`src/rtl/servo_pkg.sv`:
```
// Shared constants, FSM state type and slew helper for the joystick-driven servo PWM block.
// Default timing assumes the 25 MHz CLK domain of the joystick SPI reader.
package servo_pkg;

   localparam int unsigned CLK_HZ         = 25_000_000;
   localparam int unsigned PERIOD_CLKS    = 500_000;
   localparam int unsigned MIN_PULSE_CLKS = 25_000;
   localparam int unsigned STEP_CLKS      = 24;
   localparam int unsigned MAX_PULSE_CLKS = 50_000;
   localparam int unsigned DEADZONE       = 16;
   localparam int unsigned SLEW_CLKS      = 500;
   localparam int unsigned CENTER_CLKS    = MIN_PULSE_CLKS + 512 * STEP_CLKS;

   typedef enum logic [1:0] {
      S_OFF   = 2'd0,
      S_ARM   = 2'd1,
      S_RUN   = 2'd2,
      S_DRAIN = 2'd3
   } servo_state_t;

   function automatic int unsigned center_of(input int unsigned min_pulse,
                                             input int unsigned step);
      return min_pulse + 512 * step;
   endfunction

   // Moves width toward target by at most limit; the last step lands exactly on target.
   function automatic logic [15:0] slew_step(input logic [15:0] width,
                                             input logic [15:0] target,
                                             input logic [15:0] limit);
      logic [15:0] diff;
      if (target > width) begin
         diff = target - width;
         slew_step = width + ((diff > limit) ? limit : diff);
      end else begin
         diff = width - target;
         slew_step = width - ((diff > limit) ? limit : diff);
      end
   endfunction

endpackage

```
`src/rtl/servo_target_map.sv`:
```
// Combinational map from the 10-bit joystick position to a pulse-width target,
// snapping the centre deadzone to the neutral width and clamping at the top end.
module servo_target_map
   import servo_pkg::*;
#(
   parameter int unsigned MIN_PULSE = MIN_PULSE_CLKS,
   parameter int unsigned STEP      = STEP_CLKS,
   parameter int unsigned MAX_PULSE = MAX_PULSE_CLKS,
   parameter int unsigned DZONE     = DEADZONE
)
(
   input  logic [9:0]  x10,
   output logic [15:0] target
);

   localparam logic [15:0] CENTER = 16'(center_of(MIN_PULSE, STEP));

   logic signed [10:0] d;
   logic [10:0]        abs_d;
   logic [31:0]        raw;

   // The linear width is formed in 32 bits so the clamp sees the true value.
   always_comb begin
      d      = $signed({1'b0, x10}) - 11'sd512;
      abs_d  = d[10] ? 11'(-d) : 11'(d);
      raw    = 32'(MIN_PULSE) + 32'(x10) * 32'(STEP);
      target = raw[15:0];
      if (abs_d <= 11'(DZONE)) begin
         target = CENTER;
      end else if (raw > 32'(MAX_PULSE)) begin
         target = 16'(MAX_PULSE);
      end
   end

endmodule

```
`src/rtl/servo_pwm_ctrl.sv`:
```
// Hobby-servo PWM generator: free-running frame counter, once-per-frame slewed width
// update and an enable FSM that only starts or stops the pulse train on frame boundaries.
module servo_pwm_ctrl
   import servo_pkg::*;
#(
   parameter int unsigned PERIOD    = PERIOD_CLKS,
   parameter int unsigned MIN_PULSE = MIN_PULSE_CLKS,
   parameter int unsigned STEP      = STEP_CLKS,
   parameter int unsigned MAX_PULSE = MAX_PULSE_CLKS,
   parameter int unsigned DZONE     = DEADZONE,
   parameter int unsigned SLEW      = SLEW_CLKS
)
(
   input  logic        CLK,
   input  logic        RST,
   input  logic [31:0] x_pos,
   input  logic        i_Enable,
   input  logic        i_Hold,
   output logic        o_PWM,
   output logic [15:0] o_Pulse_Clks,
   output logic        o_Frame_Start
);

   localparam int          CNT_W  = $clog2(PERIOD);
   localparam logic [CNT_W-1:0] LAST = CNT_W'(PERIOD - 1);
   localparam logic [15:0] CENTER = 16'(center_of(MIN_PULSE, STEP));

   logic [CNT_W-1:0] cnt;
   servo_state_t     state;
   logic             frame_end;
   logic [15:0]      map_target;
   logic [15:0]      target;
   logic             x_unused_bits;

   assign x_unused_bits = ^x_pos[31:10];
   assign frame_end     = (cnt == LAST);
   assign target        = i_Hold ? o_Pulse_Clks : map_target;

   servo_target_map #(
      .MIN_PULSE (MIN_PULSE),
      .STEP      (STEP),
      .MAX_PULSE (MAX_PULSE),
      .DZONE     (DZONE)
   ) u_target_map (
      .x10    (x_pos[9:0]),
      .target (map_target)
   );

   always_ff @(posedge CLK or posedge RST) begin
      if (RST) begin
         cnt <= '0;
      end else if (frame_end) begin
         cnt <= '0;
      end else begin
         cnt <= cnt + 1'b1;
      end
   end

   // Enable changes are resolved first; a change on the last cycle still takes the frame transition.
   always_ff @(posedge CLK or posedge RST) begin
      if (RST) begin
         state         <= S_OFF;
         o_PWM         <= 1'b0;
         o_Pulse_Clks  <= CENTER;
         o_Frame_Start <= 1'b0;
      end else begin
         case (state)
            S_OFF: begin
               if (i_Enable) state <= frame_end ? S_RUN : S_ARM;
            end
            S_ARM: begin
               if (!i_Enable)     state <= S_OFF;
               else if (frame_end) state <= S_RUN;
            end
            S_RUN: begin
               if (!i_Enable) state <= frame_end ? S_OFF : S_DRAIN;
            end
            S_DRAIN: begin
               if (i_Enable)       state <= S_RUN;
               else if (frame_end) state <= S_OFF;
            end
            default: state <= S_OFF;
         endcase

         o_PWM         <= ((state == S_RUN) || (state == S_DRAIN)) &&
                          (32'(cnt) < 32'(o_Pulse_Clks));
         o_Frame_Start <= frame_end;

         if (frame_end) begin
            o_Pulse_Clks <= slew_step(o_Pulse_Clks, target, 16'(SLEW));
         end
      end
   end

endmodule

```
`config.mk`:
```
export PLATFORM = sky130hd
export DESIGN_NAME = servo_pwm_ctrl
export DESIGN_NICKNAME = d
export VERILOG_FILES = /design/src/rtl/servo_pkg.sv /design/src/rtl/servo_target_map.sv /design/src/rtl/servo_pwm_ctrl.sv
export SDC_FILE = /design/constraint.sdc
export NUM_CORES = 1
export LEC_CHECK = 0
export ABC_AREA = 0
export ABC_CLOCK_PERIOD_IN_PS = 11250
export BUFFER_PORTS_ARGS = -buffer_cell sky130_fd_sc_hd__clkbuf_2
export CORE_AREA = 2 2 116 118
export CTS_BUF_LIST = sky130_fd_sc_hd__clkbuf_4 sky130_fd_sc_hd__clkbuf_8
export DETAILED_ROUTE_END_ITERATION = 8
export DIE_AREA = 0 0 118 120
export PLACE_DENSITY = 0.67
export REMOVE_ABC_BUFFERS = 1
export SETUP_SLACK_MARGIN = 0.1
export SLEW_MARGIN = 20
export SYNTH_ARGS = -nofsm -noshare
export SYNTH_HDL_FRONTEND = slang
export SYNTH_HIERARCHICAL = 1
export SYNTH_SLANG_ARGS = --single-unit
```
`constraint.sdc`:
```
create_clock -name CLK -period 11.25 [get_ports CLK]
set_input_delay 2.8125 -clock CLK [delete_from_list [all_inputs] [get_ports CLK]]
set_output_delay 2.8125 -clock CLK [all_outputs]
set_load 0.03 [all_outputs]
```
==> flow_summary_export.csv <==
group,metric,value,unit
critical_path,r2r_cells,27,
sta,fin_setup_tns,0,ns
logic_synthesis,ys_top_cells_by_area,"ha_1, dfrtp_1, xnor2_1",
clock_network,cts_buffer_depth,2,
detailed_routing,viasPerCell,5.852,
clock_network,cts.sinks,38,
placement,hpwl,13.32,mm
global_route,grt_pass1_wl,27.67,mm
clock_network,cts_hold_buf,0,
power,p_per_area,88.30,nW/µm²
placement,place_inst,1001,
critical_path,cp.required,11.49,ns
power,irDropWorstVdd,0.04223,mV
critical_path,start_kind,"input pin",
clock_network,cts_tree,"yes",
placement,dp_worst_setup_slack,0.1288,ns
hold_path,hold_depth,2,
sta,holdWs,0.5077,ns
sta,maxSlewViolCount,0,
global_route,grtUsageTotal,23.41,%
clock_network,numCtsBuffers,5,
detailed_routing,firstDrtPassIters,5,
logic_synthesis,synth-seq-cells,38,
logic_synthesis,synth_area_leader_cell,"ha_1",
detailed_routing,drtIter0Drc,409,
power,p_leak,3.191,nW
sta,slew_headroom,43.36,%
placement,place_area,6633,µm²
sta,min_period,10.64,ns
sta,finalSetupViolCount,0,
final_layout,final_cells,1012,
sta,final-hold-violation-count,0,
logic_synthesis,synth_flop_cell,"dfrtp_1",
floorplanning,die_h,120,µm
hold_path,min_path_type,"flop to flop",
sta,fin_ws,0.6123,ns
global_route,grt_pass1_vias,5811,
detailed_routing,wl,16.51,mm
clock_network,cts-root-buf,"clkbuf_8",
detailed_routing,wl_per_cell,16.32,µm
logic_synthesis,ys_seq_area_share,15.25,%
floorplanning,rows,42,
critical_path,crit_slowest_cell,"fa_2",
global_route,grt_max_degree,39,
final_layout,drive_gt1_share,14.47,%
logic_synthesis,syn_area,6284,µm²
floorplanning,io-pin-count,54,
sta,rsz0062_at_grt,"no",
final_layout,syn2layout_area_growth,8.403,%
critical_path,setup.worst_path.end_class,"flop",
critical_path,cpMostUsedCell,"ha_1",
sta,timing.final.crit_share,94.56,%
final_layout,fillCellCount,1298,
sta,worstMarginPinSlew,0.8496,ns
critical_path,worstSetupPathType,"input pin to flop",
logic_synthesis,synth.distinct_cells,98,
placement,portBuffers,31,
global_route,grt_overflow,0,
clock_network,htree_levels,2,
outcome,status,"finished, final reports clean",
placement,gp_congestion,0.9166,
final_layout,final_area,6812,µm²
final_layout,n_antenna_cell,0,
detailed_routing,remaining_drc_errors,0,
sta,timing.fmax,94.01,MHz
logic_synthesis,synth_cells,806,
sta,skew,0.005514,ns
logic_synthesis,synth_edf_count,0,
floorplanning,die_w,118,µm
critical_path,worstPathArrival,10.87,ns
floorplanning,core-area,12980,µm²
critical_path,worstPathMaxFanout,5,
critical_path,cp.depth,38,
clock_network,clkTransAtPathRegs,0.08,ns
clock_network,clk_latency,0.30,ns
floorplanning,start_util,48.41,%
detailed_routing,final_antenna_net_count,0,
logic_synthesis,netlist.area_leader.share,16.73,%
logic_synthesis,yosysWarnings,6,
critical_path,slowest_delay,0.50,ns
job,drv_cap,0,
detailed_routing,vias,5922,
critical_path,critical_path.top_delay_family,"compound AO/OA/AOI/OAI gates",
final_layout,nets,959,
logic_synthesis,avgSynthCellArea,7.796,µm²
critical_path,path_buf_inv,4,
global_route,antenna_found_initial,0,
floorplanning,die_area,14160,µm²
logic_synthesis,ys_async_sr_fraction,100.0,%
stage by stage:
stage / utilization, % / power (mW)
finish: 52.48 / 0.6015
detailed placement: 51.10 / 0.4850
global placement: 51.10 / 0.4789
CTS: 51.83 / 0.5911
global route: 52.48 / 0.6484
floorplan: - / 0.4090
where the power goes:
part           switching [mW]  internal (mW)
registers                   0          0.137
logic                   0.211          0.150
clock network          0.0544         0.0493
total                   0.266          0.336
sequential cells by signal, indices dropped and copies added (netlist names):
| name | cells |
|---|---|
| o_PWM | 1 |
| state | 1 |
| cnt | 19 |
| o_Pulse_Clks | 16 |
| o_Frame_Start | 1 |
cells in the mapped netlist (5+ instances only):
master / number
o21a_1: 7
clkbuf_1: 15
xnor2_1: 37
a21oi_2: 5
dfrtp_1: 32
buf_2: 6
o21ai_1: 6
nor4_1: 6
nand4_1: 11
nor2_1: 59
ha_1: 84
xor2_1: 18
nor3_1: 15
and2_1: 8
mux2i_1: 18
a21o_1: 11
nand3_1: 24
o21ai_0: 61
nor2b_1: 8
inv_1: 65
or3_1: 12
and3_1: 10
o211ai_1: 6
nand2b_1: 10
a31oi_1: 8
nand2_1: 74
dfstp_2: 6
or2_1: 5
a21oi_1: 50
buf_4: 7
worst paths after layout:
check                                start                to  slack, ns
max in group asynchronous              RST   o_Pulse_Clks[3]       8.29
hold / removal                    state[1]          state[1]       0.51
setup reg to reg           o_Pulse_Clks[1]  o_Pulse_Clks[15]       4.84
hold reg to reg                   state[1]          state[1]       0.51
min in group asynchronous              RST          state[1]       2.60
setup / recovery                  x_pos[1]  o_Pulse_Clks[15]       0.61
placed cells by master (no fill, tap or decap), drive strengths merged, types with 8 or more instances in the layout:
master  netlist  layout
nor2b         9       9
ha           84      84
nor2         59      59
clkbuf       15      37
nand3        25      25
xor2         21      21
a21oi        55      55
a31oi         9       9
or2           8       8
a21o         11      11
xnor2        40      40
and3         10      10
mux2i        18      18
and2         10      10
nand2        75      75
buf          15      19
nand4        13      13
or3          12      12
dfrtp        32      32
nor3         19      19
o21a          8       8
o21ai        67      67
inv          65      65
nand2b       11      11
worst min-delay path: stages (launching register included):
cell     delay, ns
dfrtp_1       0.36
nand2_1       0.05
nand2_1       0.06
metal layers:
| layer | global-route usage (%) | wire length (µm) |
|---|---|---|
| met1 | 31.00 | 7759 |
| met2 | 39.79 | 7566 |
| met3 | 2.139 | 607 |
| met4 | 8.509 | 581 |
| met5 | 0 | 0 |
repair_timing:
item / CTS / global route
setup buffers: 0 / 3
gates resized for setup: 0 / 14
setup endpoints to repair: 0 / 5
cell type report:
class / instances / area [µm²] / share of cell area, %
multi-input combinational: 675 / 4996 / 73.35
sequential: 38 / 958.4 / 14.07
timing repair buffer: 50 / 297.8 / 4.372
inverter: 65 / 244.0 / 3.582
tap: 176 / 220.2 / 3.233
clock buffer: 6 / 82.58 / 1.212
clock inverter: 2 / 12.51 / 0.1837
cell families after synthesis:
group,count (synthesis),share of synthesized area (%)
other,1,0.05968
adder cells (fa/ha/maj),88,18.00
AO/OA/AOI/OAI,222,23.78
multiplexers,21,3.465
AND/OR/NAND/NOR,280,23.90
flip-flops,38,15.25
XOR/XNOR,61,9.220
buffers and inverters,95,6.332
Power figures use the tool's default switching activity.
